`src/rtl/iss_pkg.sv`:
```
`default_nettype none
// +----------------------------------------------------------------------+
// | iss_pkg : shared types and default constants for the issue scheduler |
// | Rev 1.0 : initial release                                            |
// +----------------------------------------------------------------------+
package iss_pkg;

  localparam int IQ_ROB_IDX_W = 4;
  localparam int IQ_DATA_W    = 32;
  localparam int DEF_LANES    = 4;
  localparam int DEF_ISSUE_W  = 2;

  typedef struct packed {
    logic                    needs_rob;
    logic [IQ_ROB_IDX_W-1:0] rob_idx;
    logic [IQ_DATA_W-1:0]    value;
  } operand_t;

  typedef struct packed {
    operand_t a;
    operand_t b;
    operand_t c;
  } iq_entry_t;

  typedef struct packed {
    iq_entry_t            entry;
    logic [IQ_DATA_W-1:0] a_val;
    logic [IQ_DATA_W-1:0] b_val;
    logic [IQ_DATA_W-1:0] c_val;
  } iss_insn_t;

  // An operand is usable when it carries its own value or the ROB supplies it.
  function automatic logic opnd_ready(input operand_t op, input logic rob_vv);
    return !op.needs_rob || rob_vv;
  endfunction

  function automatic logic [IQ_DATA_W-1:0] opnd_value(input operand_t op,
                                                      input logic [IQ_DATA_W-1:0] rob_val);
    return op.needs_rob ? rob_val : op.value;
  endfunction

endpackage
`default_nettype wire

```
`src/rtl/iss_opnd_resolve.sv`:
```
`default_nettype none
// +----------------------------------------------------------------------+
// | iss_opnd_resolve : per-lane A/B/C operand resolution and lane-ready  |
// | Rev 1.0 : initial release                                            |
// +----------------------------------------------------------------------+
module iss_opnd_resolve
  import iss_pkg::*;
(
  input  iq_entry_t            insn,
  input  logic                 lane_valid,
  input  logic                 a_vv,
  input  logic                 b_vv,
  input  logic                 c_vv,
  input  logic [IQ_DATA_W-1:0] a_rv,
  input  logic [IQ_DATA_W-1:0] b_rv,
  input  logic [IQ_DATA_W-1:0] c_rv,
  output logic                 ready,
  output iss_insn_t            resolved
);

  assign ready = lane_valid && opnd_ready(insn.a, a_vv)
                            && opnd_ready(insn.b, b_vv)
                            && opnd_ready(insn.c, c_vv);

  always_comb begin
    resolved       = '0;
    resolved.entry = insn;
    resolved.a_val = opnd_value(insn.a, a_rv);
    resolved.b_val = opnd_value(insn.b, b_rv);
    resolved.c_val = opnd_value(insn.c, c_rv);
  end

endmodule
`default_nettype wire

```
`src/rtl/iss_sched.sv`:
```
`default_nettype none
// +----------------------------------------------------------------------+
// | iss_sched : in-order issue scheduler, IQ prefix select + output reg  |
// | Optional perf counters enabled by defining ISS_PERF_CNT_EN.          |
// | Rev 1.0 : initial release                                            |
// +----------------------------------------------------------------------+
module iss_sched
  import iss_pkg::*;
#(
  parameter int LANES     = DEF_LANES,
  parameter int ISSUE_W   = DEF_ISSUE_W,
  // Operand struct widths come from iss_pkg; these must match them.
  parameter int ROB_IDX_W = IQ_ROB_IDX_W,
  parameter int DATA_W    = IQ_DATA_W,
  localparam int CNT_W    = $clog2(LANES + 1)
) (
  input  logic                 clock,
  input  logic                 reset,
  input  logic                 flush,
  input  logic                 empty,
  input  logic                 ext_valid   [LANES],
  input  iq_entry_t            insns       [LANES],
  output logic                 ext_enable,
  output logic [CNT_W-1:0]     ext_consumed,
  output logic [ROB_IDX_W-1:0] A_rob_idx   [LANES],
  output logic [ROB_IDX_W-1:0] B_rob_idx   [LANES],
  output logic [ROB_IDX_W-1:0] C_rob_idx   [LANES],
  input  logic                 A_val_valid [LANES],
  input  logic                 B_val_valid [LANES],
  input  logic                 C_val_valid [LANES],
  input  logic [DATA_W-1:0]    A_val       [LANES],
  input  logic [DATA_W-1:0]    B_val       [LANES],
  input  logic [DATA_W-1:0]    C_val       [LANES],
  output logic                 iss_valid   [ISSUE_W],
  output iss_insn_t            iss_insn    [ISSUE_W],
  input  logic                 iss_ready
`ifdef ISS_PERF_CNT_EN
  ,
  output logic [31:0]          perf_issued,
  output logic [31:0]          perf_stall_exec,
  output logic [31:0]          perf_stall_opnd
`endif
);

  logic [LANES-1:0]   lane_rdy;
  iss_insn_t          res [LANES];
  logic [ISSUE_W-1:0] vld_q;
  logic [CNT_W-1:0]   k;
  logic               adv;

  generate
    for (genvar i = 0; i < LANES; i++) begin : g_lane
      assign A_rob_idx[i] = insns[i].a.rob_idx;
      assign B_rob_idx[i] = insns[i].b.rob_idx;
      assign C_rob_idx[i] = insns[i].c.rob_idx;

      iss_opnd_resolve u_resolve (
        .insn       (insns[i]),
        .lane_valid (ext_valid[i] && !empty),
        .a_vv       (A_val_valid[i]),
        .b_vv       (B_val_valid[i]),
        .c_vv       (C_val_valid[i]),
        .a_rv       (A_val[i]),
        .b_rv       (B_val[i]),
        .c_rv       (C_val[i]),
        .ready      (lane_rdy[i]),
        .resolved   (res[i])
      );
    end

    for (genvar s = 0; s < ISSUE_W; s++) begin : g_slot
      assign iss_valid[s] = vld_q[s];
    end
  endgenerate

  // Leading run of ready lanes, capped at the issue width.
  always_comb begin
    logic stop;
    k    = '0;
    stop = 1'b0;
    for (int i = 0; i < LANES; i++) begin
      if (!stop && lane_rdy[i] && (i < ISSUE_W)) begin
        k = k + CNT_W'(1);
      end else begin
        stop = 1'b1;
      end
    end
  end

  assign adv          = !flush && ((vld_q == '0) || iss_ready);
  assign ext_consumed = (adv && !reset) ? k : '0;
  assign ext_enable   = (ext_consumed != '0);

  always_ff @(posedge clock) begin
    if (reset) begin
      vld_q <= '0;
      for (int s = 0; s < ISSUE_W; s++) iss_insn[s] <= '0;
    end else if (flush) begin
      vld_q <= '0;
    end else if (adv) begin
      for (int s = 0; s < ISSUE_W; s++) begin
        vld_q[s]    <= (s < int'(k));
        iss_insn[s] <= (s < int'(k)) ? res[s] : '0;
      end
    end
  end

`ifdef ISS_PERF_CNT_EN
  always_ff @(posedge clock) begin
    if (reset) begin
      perf_issued     <= '0;
      perf_stall_exec <= '0;
      perf_stall_opnd <= '0;
    end else begin
      if (adv) perf_issued <= perf_issued + 32'(k);
      if (!adv && !flush) perf_stall_exec <= perf_stall_exec + 32'd1;
      if (adv && ext_valid[0] && !empty && !lane_rdy[0])
        perf_stall_opnd <= perf_stall_opnd + 32'd1;
    end
  end
`endif

endmodule
`default_nettype wire

```
`config.mk`:
```
export PLATFORM = sky130hd
export DESIGN_NAME = iss_sched
export DESIGN_NICKNAME = d
export VERILOG_FILES = /design/src/rtl/iss_pkg.sv /design/src/rtl/iss_opnd_resolve.sv /design/src/rtl/iss_sched.sv
export SDC_FILE = /design/constraint.sdc
export NUM_CORES = 1
export LEC_CHECK = 0
export CAP_MARGIN = 20
export CORE_AREA = 4 4 516 518
export CTS_BUF_LIST = sky130_fd_sc_hd__clkbuf_16
export CTS_CLUSTER_DIAMETER = 150
export DETAILED_ROUTE_END_ITERATION = 16
export DIE_AREA = 0 0 520 522
export GPL_ROUTABILITY_DRIVEN = 0
export SYNTH_ARGS = -nofsm -noshare
export SYNTH_HDL_FRONTEND = slang
export SYNTH_SLANG_ARGS = --single-unit
```
`constraint.sdc`:
```
create_clock -name clock -period 2.4 [get_ports clock]
set_clock_uncertainty 0.2 [all_clocks]
set_input_delay 0.6 -clock clock [delete_from_list [all_inputs] [get_ports clock]]
set_output_delay 0.6 -clock clock [all_outputs]
set_load 0.01 [all_outputs]
```
==> results.md <==
- The sequential-to-total area share from yosys stat is 0.554.
- The later pin in the worst-skew pair is clocked with a latency of 690 ps.
- The pin count of the biggest net entering global routing is 98.
- The final reports fail on negative setup slack.
- Internal power comes to roughly 0.013 W.
- The number of cells on the worst reg-to-reg path is 8.
- The mapped netlist covers 15000 um^2.
- The cell row count is 188.
- The hold violation total from the final report is 0.
- The power density over the cells is 592 nW/um^2.
- Based on the critical path, the design can be clocked at up to 388 MHz.
- The count of input and output buffers is roughly 870.
- By area the synthesized netlist is led by sky130_fd_sc_hd__dfxtp_1 (55%), sky130_fd_sc_hd__a22o_1 (13%), sky130_fd_sc_hd__mux2i_1 (13%).
- The maximum root-to-sink buffer count is 3.
- The worst hold path begins at insns[406].
- The start point of the critical path is B_val_valid[3].
- The share of total power dissipated in combinational logic is 0.105.
- The share of total power dissipated in sequential elements is 0.404.
- The final count of negative-setup-slack endpoints is 3.
- The area share of the leading cell type in the synthesized netlist is 0.554.
- The worst setup path is launched from an input port.
- The path with the worst hold slack has its endpoint at iss_insn[376].
- The cell area after layout is 29300 um^2.
- Across every metal layer, demand over resource in global routing totals 0.108.
- For the worst setup path, the data required time is 1600 ps.
- The number of buffers added to fix hold violations after cts is 0.
- The first-pass iteration count of the detailed router is 5.
- The total placed instance area is 27800 um^2.
- The number of global-route vias before repair was roughly 16000.
- Dividing the final minimum period by the clock period gives 1.07.
- The max-cap violation count is 0.
- The worst hold path was traced through 4 stages.
- The slew at the pin closest to its max-slew limit is 930 ps.
- The run finished, with violations left.
- The most common flop cell mapped by yosys is sky130_fd_sc_hd__dfxtp_1.
- TritonCTS built the clock tree.
- Setup repair after global routing could not meet its margin everywhere.
- The share of final-layout standard cells stronger than drive strength 1 is 0.113.
- The number of cells produced by synthesis is 1405.
- In the layout the commonest cells are sky130_fd_sc_hd__clkdlybuf4s50_1 (414), sky130_fd_sc_hd__dfxtp_1 (414), sky130_fd_sc_hd__dlygate4sd2_1 (356).
- After routing, the total negative slack on setup checks comes to -435 ps.
- For this configuration, the core starts out at a cell density of 0.0574.
- The number of flops mapped to enable cells by yosys is 0.
- Measured against its own limit, the worst slew margin works out to 0.380.
- The global-route congestion overflow total is 0.
- The overall die area is approximately 270000 um^2.
- The worst register-to-register path begins at vld_q[1].
- The critical path data arrival time is 1780 ps.
- The worst register-to-register path has a setup slack of 280 ps.
- The chip width is 520 um.
- The path class of the lowest-slack min-delay path is in -> reg.
- The final routed DRC violation total is 0.
- In the synthesized netlist the async set-or-reset flop fraction comes to 0.
- The synthesized flop and latch total is 416.
- The floorplan step set the die height to roughly 520 um.
- The first global-routing pass estimated 186000 um of wire.
- The count of pins over their slew limit came to 0.
- The initial antenna violation count is 112.
- After legalization and detailed placement, the total HPWL measured 136000 um.
- The post-route antenna net violation count is 0.
- The total number of vias is ~15000.
- In this run the critical register-to-register path is captured at iss_insn[33].
- The region available for standard cell placement spans ~260000 um^2.
- The cell sitting at the root of the clock tree is a sky130_fd_sc_hd__clkbuf_16.
- The number of library cell types mapped by synthesis is 27.
- The clock net sink count is 416.
- The routed design could run at a clock period as short as around 2600 ps.
- The switching portion of total power is 0.256.
- In this run the worst path has a maximum fanout of 2.
- Clock tree synthesis inserted a total of 54 buffers.
- The count of nets after finishing is 3097.
- The synthesized design spends more area on one cell type than any other, namely sky130_fd_sc_hd__dfxtp_1.
- The via-per-instance ratio is about 2.6.
- The clock transition at the registers of the reported paths is 60 ps.
- When the netlist entered floorplanning its net count stood at about 2300.
- The critical path endpoint category is an output port.
- The critical setup path kind is in -> out.
- The average instance area after synthesis is 10.7 um^2.
- The power share of the clock group is 0.491.
- For this block, the routed nets add up to 153000 um of wire.
- The deepest level of the CTS H-tree is 2.
- In the post-route analysis, the smallest setup slack over all paths is -176 ps.
- The number of warnings reported in the yosys synthesis log is 0.
- The maximum vdd ir drop is 490 uV.
- In this run the power spent charging and discharging nets is 0.00443 W.
- The area overhead of the layout relative to synthesis is 94.9%.
- The first routing iteration left 635 violations.
- The count of boundary I/O pins is 1317.
- The static leakage is 12.0 nW.
- The average wire per cell in the routed design is about 26 um.
-- power groups by stage --
stage          registers (W)  logic (W)  clock network (W)
5_1_grt              0.00700    0.00194            0.00901
3_5_place_dp         0.00715    0.00189                  0
6_report             0.00700    0.00181            0.00851
3_3_place_gp         0.00715    0.00188                  0
4_1_cts              0.00700    0.00186            0.00888
2_1_floorplan        0.00717   0.000528                  0
-- worst max-delay path: stages --
cell and delay [ps]:
sky130_fd_sc_hd__clkdlybuf4s50_1 410, sky130_fd_sc_hd__o2111a_2 280, sky130_fd_sc_hd__buf_6 130, sky130_fd_sc_hd__buf_12 110
sky130_fd_sc_hd__nand3_4 80, sky130_fd_sc_hd__inv_4 40, sky130_fd_sc_hd__buf_6 110
-- what timing repair did --
item                                    in CTS  in global routing
gates resized for setup                    477                 18
pin swaps                                    5                  0
buffers inserted                             3                  0
endpoints found under the setup margin     524                 63
-- metrics by stage --
| stage | hold WS (ps) | util | cells | setup slack (ps) | power, W |
|---|---|---|---|---|---|
| 2_1_floorplan | 284 | - | 1405 | -5.10 | 0.00770 |
| 5_1_grt | 208 | 0.112 | 5811 | -227 | 0.0179 |
| 6_report | 229 | 0.112 | 5816 | -176 | 0.0173 |
| 4_1_cts | 146 | 0.112 | 5808 | -235 | 0.0177 |
| 3_3_place_gp | 232 | 0.106 | 5705 | -1000 | 0.00903 |
| 3_5_place_dp | 244 | 0.106 | 5705 | -1030 | 0.00905 |
-- how the worst max path moves through the flow --
stage,slack [ps],to,depth (start not counted)
floorplan,-5,ext_consumed[0],7
global placement,-1000,ext_consumed[1],7
detailed placement,-1030,iss_insn[252],6
CTS,-240,ext_consumed[1],6
global route,-230,ext_consumed[1],6
finish,-180,ext_consumed[1],7
-- cell type report --
class | instances | area, um^2
Fill cell | 30031 | 232000
Timing Repair Buffer | 949 | 8910
Sequential cell | 416 | 8330
Multi-Input combinational cell | 822 | 5770
Tap cell | 3515 | 4400
Clock buffer | 55 | 1380
Clock inverter | 46 | 448
Inverter | 5 | 26.3
Antenna cell | 8 | 20.0
-- logic make-up after synthesis --
| logic type | count (synthesis) | share of synthesized area |
|---|---|---|
| AO/OA/AOI/OAI | 420 | 0.196 |
| flip-flops | 416 | 0.554 |
| AND/OR/NAND/NOR | 209 | 0.0546 |
| multiplexers | 192 | 0.128 |
| buffers and inverters | 167 | 0.0665 |
| other | 1 | 0.000250 |
-- layer usage --
layer / GRT usage / up-vias / share of wire
met3: 0.0781 / 322 / 0.16
met4: 0.0270 / 8 / 0.031
met1: 0.100 / 7040 / 0.33
li1: - / 6690 / -
met5: 0 / - / 0.00036
met2: 0.190 / 1021 / 0.48
-- cells in the mapped netlist, types with 2 or more instances --
library cell               count
sky130_fd_sc_hd__buf_6        21
sky130_fd_sc_hd__clkbuf_1     52
sky130_fd_sc_hd__nor2_1        2
sky130_fd_sc_hd__buf_1        20
sky130_fd_sc_hd__nand2_1     194
sky130_fd_sc_hd__o21ai_0     194
sky130_fd_sc_hd__nand2b_1      5
sky130_fd_sc_hd__inv_2         4
sky130_fd_sc_hd__nor2b_1       3
sky130_fd_sc_hd__buf_4        51
sky130_fd_sc_hd__mux2i_1     192
sky130_fd_sc_hd__buf_2        18
sky130_fd_sc_hd__dfxtp_1     416
sky130_fd_sc_hd__a22o_1      220
-- state kept, by name, indices dropped and copies added (netlist names) --
register and count:
iss_insn 414, vld_q 2
No activity file was read; power rests on OpenSTA's default activity.
